### config.mk
export PLATFORM = sky130hd
export DESIGN_NAME = op_unit_sched_flat
export DESIGN_NICKNAME = d
export VERILOG_FILES = /design/src/rtl/op_unit_sched_if.sv /design/src/rtl/op_unit_sched.sv /design/src/flat_wrapper.sv
export SDC_FILE = /design/constraint.sdc
export NUM_CORES = 1
export LEC_CHECK = 0
export CAP_MARGIN = 40
export CORE_MARGIN = 2
export CORE_UTILIZATION = 47
export CTS_CLUSTER_SIZE = 25
export DETAILED_ROUTE_END_ITERATION = 10
export PLACE_DENSITY_LB_ADDON = 0.12
export SKIP_LAST_GASP = 1
export SYNTH_ARGS = -nofsm -noshare
export SYNTH_HDL_FRONTEND = slang
export SYNTH_SLANG_ARGS = --single-unit
### constraint.sdc
create_clock -name clk -period 3.3 [get_ports clk]
set_input_delay 0.33 -clock clk [delete_from_list [all_inputs] [get_ports clk]]
set_output_delay 0.33 -clock clk [all_outputs]
set_load 0.05 [all_outputs]
### src/rtl/op_unit_sched_if.sv
// Purpose: bundles the two operand request ports, the tagged result port, en and busy of op_unit_sched.
// Latency: none, this file only carries signals.
// Backpressure: valid/ready on each requester and on the result; ready is driven by the receiving side.
// Optional: OP_UNIT_SCHED_STATS_EN adds the gnt_cnt0/gnt_cnt1 grant counters to the bundle.
interface op_unit_sched_if #(
    parameter int CW = 8
);
    localparam int ZW = $clog2(CW + 1);

    logic              en;

    logic              req0_valid;
    logic              req0_ready;
    logic [2*CW-1:0]   req0_a;
    logic [2*CW-1:0]   req0_b;
    logic [CW-1:0]     req0_c;

    logic              req1_valid;
    logic              req1_ready;
    logic [2*CW-1:0]   req1_a;
    logic [2*CW-1:0]   req1_b;
    logic [CW-1:0]     req1_c;

    logic              res_valid;
    logic              res_ready;
    logic              res_id;
    logic [CW-1:0]     res_x;
    logic [CW-1:0]     res_y;
    logic [ZW-1:0]     res_z;
    logic              res_w;

    logic              busy;

`ifdef OP_UNIT_SCHED_STATS_EN
    logic [15:0]       gnt_cnt0;
    logic [15:0]       gnt_cnt1;

    // Producer/consumer side: drives operands, en and res_ready.
    modport master (
        output en,
        output req0_valid, req0_a, req0_b, req0_c,
        input  req0_ready,
        output req1_valid, req1_a, req1_b, req1_c,
        input  req1_ready,
        input  res_valid, res_id, res_x, res_y, res_z, res_w,
        output res_ready,
        input  busy,
        input  gnt_cnt0, gnt_cnt1
    );

    // Scheduler side.
    modport slave (
        input  en,
        input  req0_valid, req0_a, req0_b, req0_c,
        output req0_ready,
        input  req1_valid, req1_a, req1_b, req1_c,
        output req1_ready,
        output res_valid, res_id, res_x, res_y, res_z, res_w,
        input  res_ready,
        output busy,
        output gnt_cnt0, gnt_cnt1
    );
`else
    // Producer/consumer side: drives operands, en and res_ready.
    modport master (
        output en,
        output req0_valid, req0_a, req0_b, req0_c,
        input  req0_ready,
        output req1_valid, req1_a, req1_b, req1_c,
        input  req1_ready,
        input  res_valid, res_id, res_x, res_y, res_z, res_w,
        output res_ready,
        input  busy
    );

    // Scheduler side.
    modport slave (
        input  en,
        input  req0_valid, req0_a, req0_b, req0_c,
        output req0_ready,
        input  req1_valid, req1_a, req1_b, req1_c,
        output req1_ready,
        output res_valid, res_id, res_x, res_y, res_z, res_w,
        input  res_ready,
        output busy
    );
`endif

endinterface

### src/rtl/op_unit_sched.sv
// Purpose: round-robin scheduler for two requesters around a bit-serial compare/logic/popcount/parity unit.
// Latency: res_valid rises CW+1 cycles after the accepting edge; one operation in flight at a time.
// Backpressure: requesters are granted only in IDLE with en=1; the result holds in DONE until res_ready.
// Optional: define OP_UNIT_SCHED_STATS_EN to add saturating 16-bit grant counters gnt_cnt0/gnt_cnt1.
module op_unit_sched #(
    parameter int CW = 8            // must match the CW of the connected op_unit_sched_if
) (
    input  logic             clk,
    input  logic             rst,
    op_unit_sched_if.slave   bus
);

    localparam int ZW   = $clog2(CW + 1);
    localparam int CNTW = $clog2(CW + 1);

    // Alternating 1010... mask (MSB set), forced into aux so its parity never collapses to the raw operands.
    function automatic logic [CW-1:0] alt_pattern();
        logic [CW-1:0] p;
        for (int i = 0; i < CW; i++) begin
            p[i] = (i % 2) == 1;
        end
        return p;
    endfunction

    localparam logic [CW-1:0] AUX_PAT = alt_pattern();

    typedef enum logic [1:0] {
        IDLE    = 2'd0,
        COMPUTE = 2'd1,
        DONE    = 2'd2
    } state_t;

    state_t            state;
    logic              rr_ptr;      // id of the last granted requester
    logic              busy_q;

    // Per-operation working state.
    logic              id_q;
    logic [CW-1:0]     x_q;
    logic [CW-1:0]     y_q;
    logic [CW-1:0]     c_sh;
    logic [CW-1:0]     aux_sh;
    logic [ZW-1:0]     z_acc;
    logic              w_acc;
    logic [CNTW-1:0]   bit_cnt;

    // Published result registers; they keep their value between operations.
    logic              res_valid_q;
    logic              res_id_q;
    logic [CW-1:0]     res_x_q;
    logic [CW-1:0]     res_y_q;
    logic [ZW-1:0]     res_z_q;
    logic              res_w_q;

    // Grant and operand selection.
    logic              gnt_ok;
    logic              gnt_id;
    logic              accept;
    logic [2*CW-1:0]   op_a;
    logic [2*CW-1:0]   op_b;
    logic [CW-1:0]     op_c;
    logic [CW-1:0]     a_hi;
    logic [CW-1:0]     a_lo;
    logic [CW-1:0]     b_hi;
    logic [CW-1:0]     b_lo;
    logic [CW-1:0]     x_nxt;
    logic [CW-1:0]     y_nxt;
    logic [CW-1:0]     aux_nxt;

    // Arbitration: single requester wins outright, a tie goes to the one not granted last time.
    always_comb begin
        gnt_ok = 1'b0;
        gnt_id = 1'b0;
        if (state == IDLE && bus.en && (bus.req0_valid || bus.req1_valid)) begin
            gnt_ok = 1'b1;
            if (bus.req0_valid && bus.req1_valid) begin
                gnt_id = ~rr_ptr;
            end else begin
                gnt_id = bus.req1_valid;
            end
        end
    end

    // Ready is only ever offered to the granted requester, so a grant is also an accept.
    assign accept         = gnt_ok;
    assign bus.req0_ready = gnt_ok & ~gnt_id;
    assign bus.req1_ready = gnt_ok &  gnt_id;

    // Operand mux and the parallel part of the operation (x, y and the aux word to be reduced).
    always_comb begin
        op_a    = gnt_id ? bus.req1_a : bus.req0_a;
        op_b    = gnt_id ? bus.req1_b : bus.req0_b;
        op_c    = gnt_id ? bus.req1_c : bus.req0_c;
        a_hi    = op_a[2*CW-1:CW];
        a_lo    = op_a[CW-1:0];
        b_hi    = op_b[2*CW-1:CW];
        b_lo    = op_b[CW-1:0];
        x_nxt   = (a_hi > a_lo) ? a_hi : a_lo;
        y_nxt   = (b_hi & a_hi) ^ (b_lo | a_lo);
        aux_nxt = (op_c ^ (b_hi & a_lo)) | AUX_PAT;
    end

    // Scheduler FSM: accept in IDLE, shift one bit per cycle in COMPUTE, publish and hold in DONE.
    always_ff @(posedge clk or posedge rst) begin
        if (rst) begin
            state       <= IDLE;
            rr_ptr      <= 1'b1;
            busy_q      <= 1'b0;
            id_q        <= 1'b0;
            x_q         <= '0;
            y_q         <= '0;
            c_sh        <= '0;
            aux_sh      <= '0;
            z_acc       <= '0;
            w_acc       <= 1'b0;
            bit_cnt     <= '0;
            res_valid_q <= 1'b0;
            res_id_q    <= 1'b0;
            res_x_q     <= '0;
            res_y_q     <= '0;
            res_z_q     <= '0;
            res_w_q     <= 1'b0;
        end else begin
            case (state)
                IDLE: begin
                    if (accept) begin
                        id_q    <= gnt_id;
                        x_q     <= x_nxt;
                        y_q     <= y_nxt;
                        c_sh    <= op_c;
                        aux_sh  <= aux_nxt;
                        z_acc   <= '0;
                        w_acc   <= 1'b0;
                        bit_cnt <= '0;
                        rr_ptr  <= gnt_id;
                        busy_q  <= 1'b1;
                        state   <= COMPUTE;
                    end
                end
                COMPUTE: begin
                    z_acc   <= z_acc + ZW'(c_sh[0]);
                    w_acc   <= w_acc ^ aux_sh[0];
                    c_sh    <= c_sh >> 1;
                    aux_sh  <= aux_sh >> 1;
                    bit_cnt <= bit_cnt + 1'b1;
                    if (bit_cnt == CNTW'(CW - 1)) begin
                        state <= DONE;
                    end
                end
                DONE: begin
                    // First DONE cycle copies the finished accumulators out; afterwards wait for the consumer.
                    if (!res_valid_q) begin
                        res_valid_q <= 1'b1;
                        res_id_q    <= id_q;
                        res_x_q     <= x_q;
                        res_y_q     <= y_q;
                        res_z_q     <= z_acc;
                        res_w_q     <= w_acc;
                    end else if (bus.res_ready) begin
                        res_valid_q <= 1'b0;
                        busy_q      <= 1'b0;
                        state       <= IDLE;
                    end
                end
                default: begin
                    state  <= IDLE;
                    busy_q <= 1'b0;
                end
            endcase
        end
    end

    assign bus.res_valid = res_valid_q;
    assign bus.res_id    = res_id_q;
    assign bus.res_x     = res_x_q;
    assign bus.res_y     = res_y_q;
    assign bus.res_z     = res_z_q;
    assign bus.res_w     = res_w_q;
    assign bus.busy      = busy_q;

`ifdef OP_UNIT_SCHED_STATS_EN
    logic [15:0] gnt_cnt0_q;
    logic [15:0] gnt_cnt1_q;

    // Per-requester accept counters, saturating so a long run never wraps back to a small number.
    always_ff @(posedge clk or posedge rst) begin
        if (rst) begin
            gnt_cnt0_q <= '0;
            gnt_cnt1_q <= '0;
        end else if (accept) begin
            if (!gnt_id && gnt_cnt0_q != 16'hFFFF) begin
                gnt_cnt0_q <= gnt_cnt0_q + 16'd1;
            end
            if (gnt_id && gnt_cnt1_q != 16'hFFFF) begin
                gnt_cnt1_q <= gnt_cnt1_q + 16'd1;
            end
        end
    end

    assign bus.gnt_cnt0 = gnt_cnt0_q;
    assign bus.gnt_cnt1 = gnt_cnt1_q;
`endif

endmodule

### src/flat_wrapper.sv
// flat-port wrapper written by rule: the top's interface ports become plain ports
module op_unit_sched_flat 
#(
    parameter int CW = 8                                                                  
)
  (clk, rst, bus_en, bus_req0_valid, bus_req0_a, bus_req0_b, bus_req0_c, bus_req0_ready, bus_req1_valid, bus_req1_a, bus_req1_b, bus_req1_c, bus_req1_ready, bus_res_valid, bus_res_id, bus_res_x, bus_res_y, bus_res_z, bus_res_w, bus_res_ready, bus_busy);
  op_unit_sched_if #(.CW(CW)) bus_i ();
  input  logic clk;
  input  logic rst;
  input wire logic [$bits(bus_i.en)-1:0] bus_en;
  input wire logic [$bits(bus_i.req0_valid)-1:0] bus_req0_valid;
  input wire logic [$bits(bus_i.req0_a)-1:0] bus_req0_a;
  input wire logic [$bits(bus_i.req0_b)-1:0] bus_req0_b;
  input wire logic [$bits(bus_i.req0_c)-1:0] bus_req0_c;
  output wire logic [$bits(bus_i.req0_ready)-1:0] bus_req0_ready;
  input wire logic [$bits(bus_i.req1_valid)-1:0] bus_req1_valid;
  input wire logic [$bits(bus_i.req1_a)-1:0] bus_req1_a;
  input wire logic [$bits(bus_i.req1_b)-1:0] bus_req1_b;
  input wire logic [$bits(bus_i.req1_c)-1:0] bus_req1_c;
  output wire logic [$bits(bus_i.req1_ready)-1:0] bus_req1_ready;
  output wire logic [$bits(bus_i.res_valid)-1:0] bus_res_valid;
  output wire logic [$bits(bus_i.res_id)-1:0] bus_res_id;
  output wire logic [$bits(bus_i.res_x)-1:0] bus_res_x;
  output wire logic [$bits(bus_i.res_y)-1:0] bus_res_y;
  output wire logic [$bits(bus_i.res_z)-1:0] bus_res_z;
  output wire logic [$bits(bus_i.res_w)-1:0] bus_res_w;
  input wire logic [$bits(bus_i.res_ready)-1:0] bus_res_ready;
  output wire logic [$bits(bus_i.busy)-1:0] bus_busy;
  assign bus_i.en = bus_en;
  assign bus_i.req0_valid = bus_req0_valid;
  assign bus_i.req0_a = bus_req0_a;
  assign bus_i.req0_b = bus_req0_b;
  assign bus_i.req0_c = bus_req0_c;
  assign bus_req0_ready = bus_i.req0_ready;
  assign bus_i.req1_valid = bus_req1_valid;
  assign bus_i.req1_a = bus_req1_a;
  assign bus_i.req1_b = bus_req1_b;
  assign bus_i.req1_c = bus_req1_c;
  assign bus_req1_ready = bus_i.req1_ready;
  assign bus_res_valid = bus_i.res_valid;
  assign bus_res_id = bus_i.res_id;
  assign bus_res_x = bus_i.res_x;
  assign bus_res_y = bus_i.res_y;
  assign bus_res_z = bus_i.res_z;
  assign bus_res_w = bus_i.res_w;
  assign bus_i.res_ready = bus_res_ready;
  assign bus_busy = bus_i.busy;
  op_unit_sched #(.CW(CW)) u_core (.clk(clk), .rst(rst), .bus(bus_i));
endmodule
Word-level counts from Yosys, hierarchy flattened
Index checks and enable logic that the tools add are counted.

Flip-flop bits (word level): 69. Bits of input ports: 86. Output and inout port bits: 26. Logic and storage cells: 77.

$add $sub $neg: 2. Magnitude comparators: 1. Equal/unequal tests: 7. Mux-type cells: 27. Bitwise operators: 12. Reductions and logical operators: 11.

Operator list (number): 2-to-1 mux 16 bit (2); 2-to-1 mux 8 bit (4); one-hot mux 8 bit (2 select lines) (2); one-hot mux 4 bit (2 select lines) (2); 2-to-1 mux 1 bit (9); AND 8 bit (1); > comparator 8 bit (1); 2-to-1 mux 2 bit (4); bitwise OR 8 bit (1); AND reduction 4 bit (2); bitwise XOR 8 bit (1); AND 7 bit (1); bitwise XOR 7 bit (1); != test 2 x 1 -> 1 bit (second input constant) (3); one-hot mux 2 bit (3 select lines) (1); AND reduction 2 bit (3); adder 4 x 1 -> 4 bit (1); adder 4 x 1 -> 4 bit (second input constant) (1); equality test 4 x 3 -> 1 bit (second input constant) (1); 2-to-1 mux 4 bit (1); NOT 1 bit (4); logical AND 1 bit (3); one-hot mux 1 bit (3 select lines) (1); AND 1 bit (2); 8 further kinds (8).

Logic depth before layout (Yosys ltp)
Gate-level depths: netlist of the first run.

Word-level depth: 9. Mapped depth: 14.

Worst setup path after synthesis of the first run
OpenSTA, ideal clock, no wires.

Path type: flip-flop to flip-flop. Start point: register u_core.state[1]. End point: register u_core.x_q[3]. Setup time: 92 ps. Arrival time: 2850 ps. Data required time: 3208 ps. Path slack: 358 ps. Cell stages (with the launch flop): 14. Buffers on the path: 1. Cells stage by stage: dfrtp_1 -> nor3b_4 -> nand2_4 -> inv_2 -> buf_6 -> mux2i_1 -> inv_1 -> ha_1 -> and4_1 -> o21ai_0 -> o221ai_1 -> a211o_1 -> a21o_1 -> o221ai_1.

Longest elaborated chain between the ends: 7. Elaborated cells on any way between the ends: 9. Those cells by class: 1 x order compare; 4 x mux; 4 x reduce/logical.

Ends and longest elaborated chain: start, declared (line op_unit_sched.sv:33) `state_t state;`; start signal, assigned (line op_unit_sched.sv:106) `state <= IDLE;`; start signal, assigned (line op_unit_sched.sv:137) `state <= COMPUTE;`; start signal, assigned (line op_unit_sched.sv:147) `state <= DONE;`; logical NOT 2 bit (*) (line op_unit_sched.sv:74, op_unit_sched.sv:124); logical AND 1 bit (2 in a row) (line op_unit_sched.sv:74) `if (state == IDLE && bus.en && (bus.req0_valid || bus.req1_valid)) begin`; 2-to-1 mux 1 bit (line op_unit_sched.sv:74); 2-to-1 mux 16 bit (line op_unit_sched.sv:91) `op_a = gnt_id ? bus.req1_a : bus.req0_a;`; > comparator 8 bit (line op_unit_sched.sv:98) `x_nxt = (a_hi > a_lo) ? a_hi : a_lo;`; 2-to-1 mux 8 bit (line op_unit_sched.sv:98); end signal, assigned (line op_unit_sched.sv:128) `x_q <= x_nxt;`; end, declared (line op_unit_sched.sv:39) `logic [CW-1:0] x_q;`.

Mark *: on every way between the ends. The rest lies on a longest branch, timed or not. A chain may end at the register's enable or synchronous reset.

Worst setup path after layout of the first run
Start point: input bus_req1_valid. End point: register u_core.x_q[4].

Longest elaborated chain between the ends: 6. Elaborated cells on any way between the ends: 10. Those cells by class: 1 x order compare; 5 x mux; 4 x reduce/logical.

Ends and longest elaborated chain: start, declared (line flat_wrapper.sv:16) `input wire logic [$bits(bus_i.req1_valid)-1:0] bus_req1_valid;`; logical AND 1 bit or logical OR 1 bit (tied branches) (line op_unit_sched.sv:76, op_unit_sched.sv:74); 2-to-1 mux 1 bit or logical AND 1 bit (tied branches) (line op_unit_sched.sv:76, op_unit_sched.sv:74); 2-to-1 mux 1 bit (line op_unit_sched.sv:74); 2-to-1 mux 16 bit (line op_unit_sched.sv:91); > comparator 8 bit (line op_unit_sched.sv:98); 2-to-1 mux 8 bit (line op_unit_sched.sv:98).

Several ways; a longest one is shown, not always the timed one.

==> results of run 1 <==
-- area by class of cell --
class | instances | area [um2] | area share, %
clock buffer | 11 | 131 | 2.51
multi-input combinational | 262 | 1770 | 33.9
inverter | 11 | 41.3 | 0.790
clock inverter | 4 | 73.8 | 1.41
tap | 99 | 124 | 2.37
sequential | 69 | 1730 | 33.1
timing repair buffer | 139 | 1360 | 26.0
-- final timing paths --
check | start | to
worst max-delay path | bus_req1_valid | u_core.x_q[4]$_DFFE_PP0P_
worst max register to register | u_core.state[1]$_DFFE_PP0P_ | u_core.x_q[4]$_DFFE_PP0P_
max in group asynchronous | rst | u_core.rr_ptr$_DFFE_PP1P_
worst min register to register | u_core.rr_ptr$_DFFE_PP1P_ | u_core.rr_ptr$_DFFE_PP1P_
worst min-delay path | rst | u_core.y_q[5]$_DFFE_PP0P_
min in group clk | u_core.rr_ptr$_DFFE_PP1P_ | u_core.rr_ptr$_DFFE_PP1P_
-- cell usage in the layout (no fill, tap or decap), drive strengths merged, types with 9 or more instances in the layout --
cell           instances
a22oi                 11
buf                   29
clkbuf                11
clkdlybuf4s50        110
dfrtp                 68
ha                     9
inv                   11
mux2                  22
mux2i                 28
nand2                 68
nand3                 16
nor2                  18
o21ai                 35
xnor2                 11
-- through the flow --
step	util, %	power [mW]
2_1_floorplan	-	2.31
3_3_place_gp	68.4	2.81
3_5_place_dp	68.4	2.86
4_1_cts	71.2	3.61
5_1_grt	71.3	3.82
6_report	71.3	3.59
-- state kept, by name, indices dropped and copies added, names as in the netlist, 2 cells and up --
name	count
u_core.bit_cnt	4
u_core.bus.res_x	8
u_core.c_sh	8
u_core.y_q	8
u_core.z_acc	4
u_core.bus.res_z	4
u_core.aux_sh	8
u_core.state	2
u_core.x_q	8
u_core.bus.res_y	8
-- per-layer routing --
layer | vias up | share of wire (%) | global-route usage, % | routed length [um]
li1 | 1525 | - | - | -
met1 | 1521 | 44 | 31.7 | 4090
met2 | 88 | 51 | 37.8 | 4780
met3 | 6 | 4.0 | 4.07 | 372
met4 | 0 | 0.95 | 6.31 | 89
met5 | - | 0 | 0 | 0
-- power by group through the flow --
stage	clock network [mW]	logic, mW	registers, mW
4_1_cts	0.748	1.48	1.38
6_report	0.733	1.47	1.38
3_3_place_gp	0	1.43	1.38
2_1_floorplan	0	0.711	1.60
3_5_place_dp	0	1.47	1.39
5_1_grt	0.784	1.61	1.42
-- logic make-up after synthesis --
logic type               share of synthesized area, %
AND/OR/NAND/NOR                                  13.9
AO/OA/AOI/OAI                                    12.9
flip-flops                                       48.0
multiplexers                                     14.7
buffers and inverters                            3.30
XOR/XNOR                                         4.14
adder cells (fa/ha/maj)                          3.13
-- worst max-delay path: cells and delay by family --
| kind | cells | cell delay (ns) |
|---|---|---|
| buffers and inverters | 4 | 0.78 |
| adder cells (fa/ha/maj) | 1 | 0.31 |
| multiplexers | 1 | 0.26 |
| AO/OA/AOI/OAI | 6 | 1.33 |
| AND/OR/NAND/NOR | 2 | 0.34 |
==> results.sh, run 1 <==
export IMPL_wl_per_cell_um=15.7
export IMPL_ff2ff_path_depth=13
export IMPL_std_cell_rows=31
export IMPL_coreArea_um2=7330
export IMPL_synthFlopType="dfrtp_1"
export IMPL_critPathLaunchType="input pin"
export IMPL_hold_viol_final=0
export IMPL_max_stage_delay_ns=0.48
export IMPL_globalplace_congestion=0.846
export IMPL_finalHoldWorstSlack_ns=0.372
export IMPL_status="complete, no violations"
export IMPL_yosysSeqAreaShare_pct=48.0
export IMPL_worst_endpoint_arrival_ns=3.36
export IMPL_port_buffers=111
export IMPL_post_place_ws_ns=-0.154
export IMPL_clock_path_buffers=2
export IMPL_slowest_stage="clkdlybuf4s50_1"
export IMPL_die_area_um2=8380
export IMPL_ys_warn_count=0
export IMPL_ios=112
export IMPL_worst_pin_slew_ns=0.874
export IMPL_reg2reg_slack_ns=0.21
export IMPL_antennaDiodeCount=0
export IMPL_powerDensity_nw_per_um2=687
export IMPL_ant_nets=0
export IMPL_wl_mm=9.34
export IMPL_worstPathRequired_ns=3.55
export IMPL_die_x_um=91.5
export IMPL_syn2layout_area_growth_pct=45.2
export IMPL_crit_path_end_kind="flop"
export IMPL_grt_max_degree=52
export IMPL_dr_pass1_iters=4
export IMPL_post_cts_resized=0
export IMPL_grt_pass1_vias=3109
export IMPL_htree_num_levels=3
export IMPL_yosys_area_top_type="dfrtp_1"
export IMPL_fmax_mhz=321
export IMPL_final_setup_tns_ns=0
export IMPL_slew_viol_final=0
export IMPL_cpMostUsedCell="o221ai_1"
export IMPL_synth_nets=454
export IMPL_place_area_um2=5020
export IMPL_p_int_mw=2.22
export IMPL_initial_utilization_pct=49.1
export IMPL_hold_buffers=0
export IMPL_ys_async_sr_fraction_pct=100
export IMPL_path_cells="clkdlybuf4s50_1 > a21boi_1 > nand2_4 > inv_2 > buf_12 > mux2i_1 > inv_1 > ha_1 > and4_1 > o21ai_0 > o221ai_1 > a211o_1 > a21o_1 > o221ai_1"
export IMPL_cts_tree="built"
export IMPL_num_nets_final=587
export IMPL_synth_edf_count=0
export IMPL_rsz0062_at_grt="no"
export IMPL_clk_pin_slew_worst_paths_ns=0.07
export IMPL_drive_gt1_share_pct=14.7
export IMPL_grt_pass1_wl_mm=15.3
export IMPL_grt_overflow_total=0
export IMPL_die_h_um=91.5
export IMPL_relSlewSlack_pct=41.5
export IMPL_leakage_nw=2.41
export IMPL_drv_cap=0
export IMPL_drc=0
export IMPL_critPathMaxFanout=15
export IMPL_clk_latency_ns=0.34
export IMPL_comb_power_share_pct=41.1
export IMPL_ys_seq_elements=69
export IMPL_postSynthAreaPerCell_um2=10.0
export IMPL_cts_root_buf="clkbuf_8"
export IMPL_dp_cells=580
export IMPL_fin_ws_ns=0.183
export IMPL_cts_setup_buffers=0
export IMPL_post_synth_top_count_cell="dfrtp_1"
export IMPL_synth_top_area_share_pct=47.3
export IMPL_track_usage_pct=23.1
export IMPL_synthTopCellsByCount="dfrtp_1 (68), nand2_1 (67), o21ai_0 (32), mux2i_1 (28), mux2_2 (22)"
export IMPL_fin_crit_sh_pct=94.4
export IMPL_setup_violations=0
export IMPL_power_switching_mw=1.37
export IMPL_switching_share_pct=38.1
export IMPL_via_per_inst=5.28
export IMPL_drtIter0Drc=152
export IMPL_vdd_drop_max_uv=275
export IMPL_fillers=555
export IMPL_netlist_instances=359
export IMPL_synth_cell_types=42
export IMPL_vias=3140
export IMPL_power_share_clock_pct=20.4
export IMPL_cts_inserted_buffers=9
export IMPL_hpwl_mm=7.03
export IMPL_netlist_area_um2=3600
export IMPL_cts_num_sinks=69
export IMPL_clock_skew_final_ns=0.00659
export IMPL_design_area_um2=5230
export IMPL_hp_class="input pin to asynchronous set/reset pin"
export IMPL_fin_crit_ns=3.12
export IMPL_antenna_found_initial=0
export IMPL_netlist_top_cells_area="dfrtp_1 (47%), mux2i_1 (7.8%), nand2_1 (7.0%), mux2_2 (6.9%), o21ai_0 (4.4%)"
export IMPL_final_cells=595
export IMPL_path_class="input pin to flop"
export IMPL_seqPwrFrac_pct=38.5
No activity file was read; power rests on OpenSTA's default activity.
==> run 2, diff against run 1 <==
--- a/config.mk
+++ b/config.mk
@@ -7,7 +7,7 @@
 export LEC_CHECK = 0
 export CAP_MARGIN = 40
 export CORE_MARGIN = 2
-export CORE_UTILIZATION = 47
+export CORE_UTILIZATION = 51
 export CTS_CLUSTER_SIZE = 25
 export DETAILED_ROUTE_END_ITERATION = 10
 export PLACE_DENSITY_LB_ADDON = 0.12
==> constraint.sdc (replaced) <==
create_clock -name clk -period 3.6 [get_ports clk]
set_input_delay 0.36 -clock clk [delete_from_list [all_inputs] [get_ports clk]]
set_output_delay 0.36 -clock clk [all_outputs]
set_load 0.05 [all_outputs]
==> run 2 against run 1 <==
Net effect:
- first-iteration DRC count rose by 0.66%
- sequential share of layout area rose by 0.82 points
- setup slack improved by 0.040 ns
- critical endpoint is now u_core.x_q[6]$_DFFE_PP0P_
- worst hold slack got worse by 0.0018 ns
- largest power group unchanged
- global-route usage rose by 2.3 points
==> results.sh, run 2 (synthesis gave the netlist of run 1 again) <==
export IMPL_status="complete, no violations"
export IMPL_critPathMaxFanout=12
export IMPL_vias=3146
export IMPL_path_class="input pin to flop"
export IMPL_antenna_found_initial=0
export IMPL_grt_pass1_wl_mm=14.7
export IMPL_reg2reg_slack_ns=0.30
export IMPL_hp_class="input pin to asynchronous set/reset pin"
export IMPL_dr_pass1_iters=4
export IMPL_ant_nets=0
export IMPL_wl_per_cell_um=16.1
export IMPL_num_nets_final=578
export IMPL_vdd_drop_max_uv=334
export IMPL_final_common_cell="clkdlybuf4s50_1"
export IMPL_slowest_stage="clkdlybuf4s50_1"
export IMPL_powerDensity_nw_per_um2=628
export IMPL_fillers=500
export IMPL_clock_path_buffers=2
export IMPL_htree_num_levels=3
export IMPL_worst_path_buf_inv=3
export IMPL_slew_viol_final=0
export IMPL_coreArea_um2=6790
export IMPL_setup_violations=0
export IMPL_post_place_ws_ns=-0.00519
export IMPL_critPathLaunchType="input pin"
export IMPL_fin_crit_ns=3.38
export IMPL_clk_pin_slew_worst_paths_ns=0.07
export IMPL_die_x_um=88.0
export IMPL_worstPathRequired_ns=3.84
export IMPL_p_int_mw=1.96
export IMPL_initial_utilization_pct=53.0
export IMPL_fmax_mhz=296
export IMPL_track_usage_pct=25.4
export IMPL_drv_cap=0
export IMPL_drive_gt1_share_pct=12.8
export IMPL_multi_input_area_um2=1770
export IMPL_wl_mm=9.39
export IMPL_hold_viol_final=0
export IMPL_drtIter0Drc=153
export IMPL_cts_root_buf="clkbuf_8"
export IMPL_ios=112
export IMPL_path_cells="clkdlybuf4s50_1 > a21boi_1 > nand2_4 > inv_2 > mux2i_1 > inv_1 > ha_1 > and4_1 > o21ai_0 > o221ai_1 > a211o_1 > nand3_1 > o221ai_1"
export IMPL_cts_inserted_buffers=9
export IMPL_cts_setup_buffers=0
export IMPL_syn2layout_area_growth_pct=41.7
export IMPL_cpMostUsedCell="o221ai_1"
export IMPL_port_buffers=111
export IMPL_ff2ff_path_depth=12
export IMPL_die_area_um2=7750
export IMPL_antennaDiodeCount=0
export IMPL_grt_pass1_vias=2976
export IMPL_grt_max_degree=52
export IMPL_place_area_um2=4920
export IMPL_fin_crit_sh_pct=93.8
export IMPL_std_cell_rows=30
export IMPL_worst_pin_slew_ns=0.867
export IMPL_via_per_inst=5.41
export IMPL_worst_endpoint_arrival_ns=3.62
export IMPL_grt_overflow_total=0
export IMPL_clock_skew_final_ns=0.00743
export IMPL_path_delay_family="compound AO/OA/AOI/OAI gates"
export IMPL_crit_path_end_kind="flop"
export IMPL_comb_power_share_pct=41.6
export IMPL_hold_buffers=0
export IMPL_max_stage_delay_ns=0.49
export IMPL_final_cell_mix="clkdlybuf4s50_1 (110), dfrtp_1 (68), nand2_1 (67)"
export IMPL_die_h_um=88.0
export IMPL_power_share_clock_pct=19.0
export IMPL_fin_ws_ns=0.224
export IMPL_leakage_nw=2.35
export IMPL_path_depth=13
export IMPL_cts_tree="built"
export IMPL_cts_num_sinks=69
export IMPL_post_cts_resized=0
export IMPL_hpwl_mm=6.93
export IMPL_regArea_um2=1730
export IMPL_clk_latency_ns=0.34
export IMPL_seqPwrFrac_pct=39.4
export IMPL_drc=0
export IMPL_switching_share_pct=38.8
export IMPL_relSlewSlack_pct=42.0
export IMPL_power_switching_mw=1.24
export IMPL_design_area_um2=5100
export IMPL_rsz0062_at_grt="no"
export IMPL_globalplace_congestion=0.906
[run 2: path summary, 6_finish.rpt]
kind / startpoint / endpoint
worst max-delay path: bus_req0_valid / u_core.x_q[6]$_DFFE_PP0P_
max in group asynchronous: rst / u_core.rr_ptr$_DFFE_PP1P_
worst min-delay path: rst / u_core.y_q[2]$_DFFE_PP0P_
worst min register to register: u_core.rr_ptr$_DFFE_PP1P_ / u_core.rr_ptr$_DFFE_PP1P_
worst max register to register: u_core.state[1]$_DFFE_PP0P_ / u_core.x_q[6]$_DFFE_PP0P_
min in group clk: u_core.rr_ptr$_DFFE_PP1P_ / u_core.rr_ptr$_DFFE_PP1P_
[run 2: power by group through the flow]
stage / combinational (mW) / clock [mW] / sequential, mW
global route: 1.45 / 0.647 / 1.29
finish: 1.33 / 0.608 / 1.26
detailed placement: 1.32 / 0 / 1.27
CTS: 1.34 / 0.612 / 1.26
floorplan: 0.651 / 0 / 1.46
global placement: 1.29 / 0 / 1.26
[run 2: worst register-to-register path, stage by stage, from the launching register on]
cell      delay (ns)
dfrtp_1         0.45
nor3b_4         0.30
nand2_4         0.08
inv_2           0.26
mux2i_1         0.39
inv_1           0.08
ha_1            0.30
and4_1          0.26
o21ai_0         0.11
o221ai_1        0.19
a211o_1         0.18
nand3_1         0.29
o221ai_1        0.32
[run 2: layout make-up]
class	count	share of cell area, %
clock inverter	2	0.687
sequential	69	33.9
timing repair buffer	130	24.8
clock buffer	12	2.85
tap	96	2.36
inverter	11	0.810
multi-input combinational	262	34.6
[run 2: metal layers]
layer | part of all wire (%) | vias up | track usage, % | wire length (um)
met2 | 49 | 130 | 40.9 | 4630
met5 | 0 | - | 0 | 0
li1 | - | 1509 | - | -
met3 | 6.7 | 17 | 5.75 | 630
met1 | 41 | 1490 | 33.1 | 3890
met4 | 2.5 | 0 | 10.9 | 230
[run 2: per-stage QoR]
step                util, %  setup TNS (ns)  hold WS (ns)  total power [mW]  std cells
floorplan                 -               0         0.439              2.11        359
global placement       72.4               0         0.448              2.54        568
detailed placement     72.4        -0.00519         0.450              2.59        568
CTS                    75.1               0         0.385              3.21        582
global route           75.1               0         0.425              3.40        582
finish                 75.1               0         0.370              3.20        582
==> run 3, diff against run 2 <==
--- a/config.mk
+++ b/config.mk
@@ -8,9 +8,10 @@
 export CAP_MARGIN = 40
 export CORE_MARGIN = 2
 export CORE_UTILIZATION = 51
+export CTS_CLUSTER_DIAMETER = 40
 export CTS_CLUSTER_SIZE = 25
 export DETAILED_ROUTE_END_ITERATION = 10
-export PLACE_DENSITY_LB_ADDON = 0.12
+export PLACE_DENSITY = 0.87
 export SKIP_LAST_GASP = 1
 export SYNTH_ARGS = -nofsm -noshare
 export SYNTH_HDL_FRONTEND = slang
==> run 3 against run 2 <==
Net effect:
- utilization grew 0.18 points
- setup slack is essentially flat
- sequential power barely moved
- register-to-register slack lost 0.07 ns
- critical path depth unchanged
- clock skew hardly changed
- critical path type unchanged
- critical endpoint is now u_core.x_q[7]$_DFFE_PP0P_
==> results.sh, run 3 (synthesis gave the netlist of run 1 again) <==
export IMPL_coreArea_um2=6790
export IMPL_drtIter0Drc=222
export IMPL_cts_num_sinks=69
export IMPL_cts_inserted_buffers=9
export IMPL_multi_input_area_um2=1780
export IMPL_post_place_ws_ns=-0.155
export IMPL_clock_skew_final_ns=0.00771
export IMPL_syn2layout_area_growth_pct=42.0
export IMPL_antenna_found_initial=0
export IMPL_cts_tree="built"
export IMPL_met1_usage_pct=34.1
export IMPL_grt_overflow_total=0
export IMPL_relSlewSlack_pct=42.8
export IMPL_worst_endpoint_arrival_ns=3.59
export IMPL_fillers=494
export IMPL_clk_pin_slew_worst_paths_ns=0.08
export IMPL_fin_ws_ns=0.224
export IMPL_vias=3187
export IMPL_num_nets_final=574
export IMPL_drive_gt1_share_pct=13.0
export IMPL_power_share_clock_pct=19.8
export IMPL_powerDensity_nw_per_um2=634
export IMPL_rsz0062_at_grt="no"
export IMPL_critPathMaxFanout=16
export IMPL_r2r_end="u_core.x_q[7]$_DFFE_PP0P_"
export IMPL_switching_share_pct=39.3
export IMPL_port_buffers=111
export IMPL_final_common_cell="clkdlybuf4s50_1"
export IMPL_grt_use_met2_pct=42.7
export IMPL_ios=112
export IMPL_hp_class="flop to flop"
export IMPL_grt_pass1_wl_mm=15.0
export IMPL_hold_buffers=0
export IMPL_holdPathEnd="u_core.rr_ptr$_DFFE_PP1P_"
export IMPL_worst_pin_slew_ns=0.859
export IMPL_critPathLaunchType="input pin"
export IMPL_path_delay_family="compound AO/OA/AOI/OAI gates"
export IMPL_ant_nets=0
export IMPL_cts_setup_buffers=0
export IMPL_globalplace_congestion=0.842
export IMPL_finalHoldWorstSlack_ns=0.472
export IMPL_r2r_start="u_core.state[1]$_DFFE_PP0P_"
export IMPL_worstPathRequired_ns=3.81
export IMPL_busiest_layer="met2"
export IMPL_track_usage_pct=25.5
export IMPL_use_met3_pct=3.86
export IMPL_leakage_nw=2.34
export IMPL_die_area_um2=7750
export IMPL_post_cts_resized=0
export IMPL_setup_violations=0
export IMPL_regArea_um2=1730
export IMPL_final_setup_tns_ns=0
export IMPL_htree_num_levels=3
export IMPL_grt_pass1_vias=3169
export IMPL_hold_viol_final=0
export IMPL_max_stage_delay_ns=0.48
export IMPL_fmax_mhz=296
export IMPL_hp_start="u_core.rr_ptr$_DFFE_PP1P_"
export IMPL_seqPwrFrac_pct=39.0
export IMPL_initial_utilization_pct=53.0
export IMPL_total_power_mw=3.24
export IMPL_path_class="input pin to flop"
export IMPL_drv_cap=0
export IMPL_reg2reg_slack_ns=0.23
export IMPL_cts_root_buf="clkbuf_8"
export IMPL_clock_path_buffers=2
export IMPL_path_cells="clkdlybuf4s50_1 > nor3b_4 > nand2_4 > clkinv_2 > mux2i_1 > inv_1 > ha_1 > and4_1 > o21ai_0 > o221ai_1 > a211o_1 > a21o_1 > o221ai_1"
export IMPL_worst_path_buf_inv=3
export IMPL_crit_path_end_kind="flop"
export IMPL_status="complete, no violations"
export IMPL_slew_viol_final=0
export IMPL_hpwl_mm=7.04
export IMPL_p_int_mw=1.97
export IMPL_die_h_um=88.0
export IMPL_final_cell_mix="clkdlybuf4s50_1 (110), dfrtp_1 (68), nand2_1 (67)"
export IMPL_via_per_inst=5.49
export IMPL_cpMostUsedCell="o221ai_1"
export IMPL_slowest_stage="clkdlybuf4s50_1"
export IMPL_die_x_um=88.0
export IMPL_dr_pass1_iters=4
export IMPL_wl_per_cell_um=16.5
export IMPL_drc=0
export IMPL_grt_max_degree=70
export IMPL_clk_latency_ns=0.35
export IMPL_fin_crit_ns=3.38
export IMPL_vdd_drop_max_uv=322
export IMPL_antennaDiodeCount=0
export IMPL_ff2ff_path_depth=12
export IMPL_comb_power_share_pct=41.2
export IMPL_std_cell_rows=30
export IMPL_wl_mm=9.57
export IMPL_fin_crit_sh_pct=93.8
export IMPL_hold_depth=2
export IMPL_power_switching_mw=1.27
==> run 3: worst max-delay path by stage <==
| stage | slack (ns) | startpoint | endpoint | cells after the start |
|---|---|---|---|---|
| global route | 0.04 | u_core.state[1]$_DFFE_PP0P_ | u_core.x_q[0]$_DFFE_PP0P_ | 12 |
| global placement | 0.06 | bus_req0_valid | u_core.x_q[0]$_DFFE_PP0P_ | 13 |
| floorplan | 0.66 | u_core.state[1]$_DFFE_PP0P_ | u_core.x_q[3]$_DFFE_PP0P_ | 13 |
| detailed placement | -0.15 | bus_req0_valid | u_core.x_q[0]$_DFFE_PP0P_ | 13 |
| CTS | 0.17 | bus_req0_valid | u_core.x_q[0]$_DFFE_PP0P_ | 13 |
| finish | 0.22 | bus_en | u_core.x_q[7]$_DFFE_PP0P_ | 13 |
==> run 3: layer usage <==
metal / part of all wire (%) / wire (um) / vias up
li1: - / - / 1503
met1: 42 / 4050 / 1559
met2: 50 / 4830 / 114
met3: 5.6 / 533 / 11
met4: 1.7 / 159 / 0
met5: 0 / 0 / -
==> run 3: power by group through the flow <==
stage	Clock, mW	Sequential, mW	Combinational (mW)
finish	0.643	1.26	1.34
global route	0.682	1.30	1.47
CTS	0.651	1.26	1.34
detailed placement	0	1.27	1.33
global placement	0	1.25	1.28
floorplan	0	1.46	0.651
==> run 3: per-stage QoR <==
| stage | util, % | instance area [um2] | instances |
|---|---|---|---|
| finish | 75.2 | 5110 | 580 |
| global route | 75.2 | 5110 | 580 |
| CTS | 75.1 | 5100 | 580 |
| detailed placement | 72.2 | 4900 | 564 |
| global placement | 72.2 | 4900 | 564 |
| floorplan | - | 3600 | 359 |
==> run 3: tightest hold or removal path: cells and delay by family, from the launching register on <==
family	cells	cell delay [ns]
flip-flops	1	0.38
AND/OR/NAND/NOR	2	0.10
==> run 3: cell type report <==
| cell class | count | area share (%) |
|---|---|---|
| clock buffer | 11 | 2.77 |
| clock inverter | 5 | 1.15 |
| inverter | 11 | 0.832 |
| multi-input combinational | 262 | 34.7 |
| sequential | 69 | 33.8 |
| tap | 96 | 2.35 |
| timing repair buffer | 126 | 24.4 |
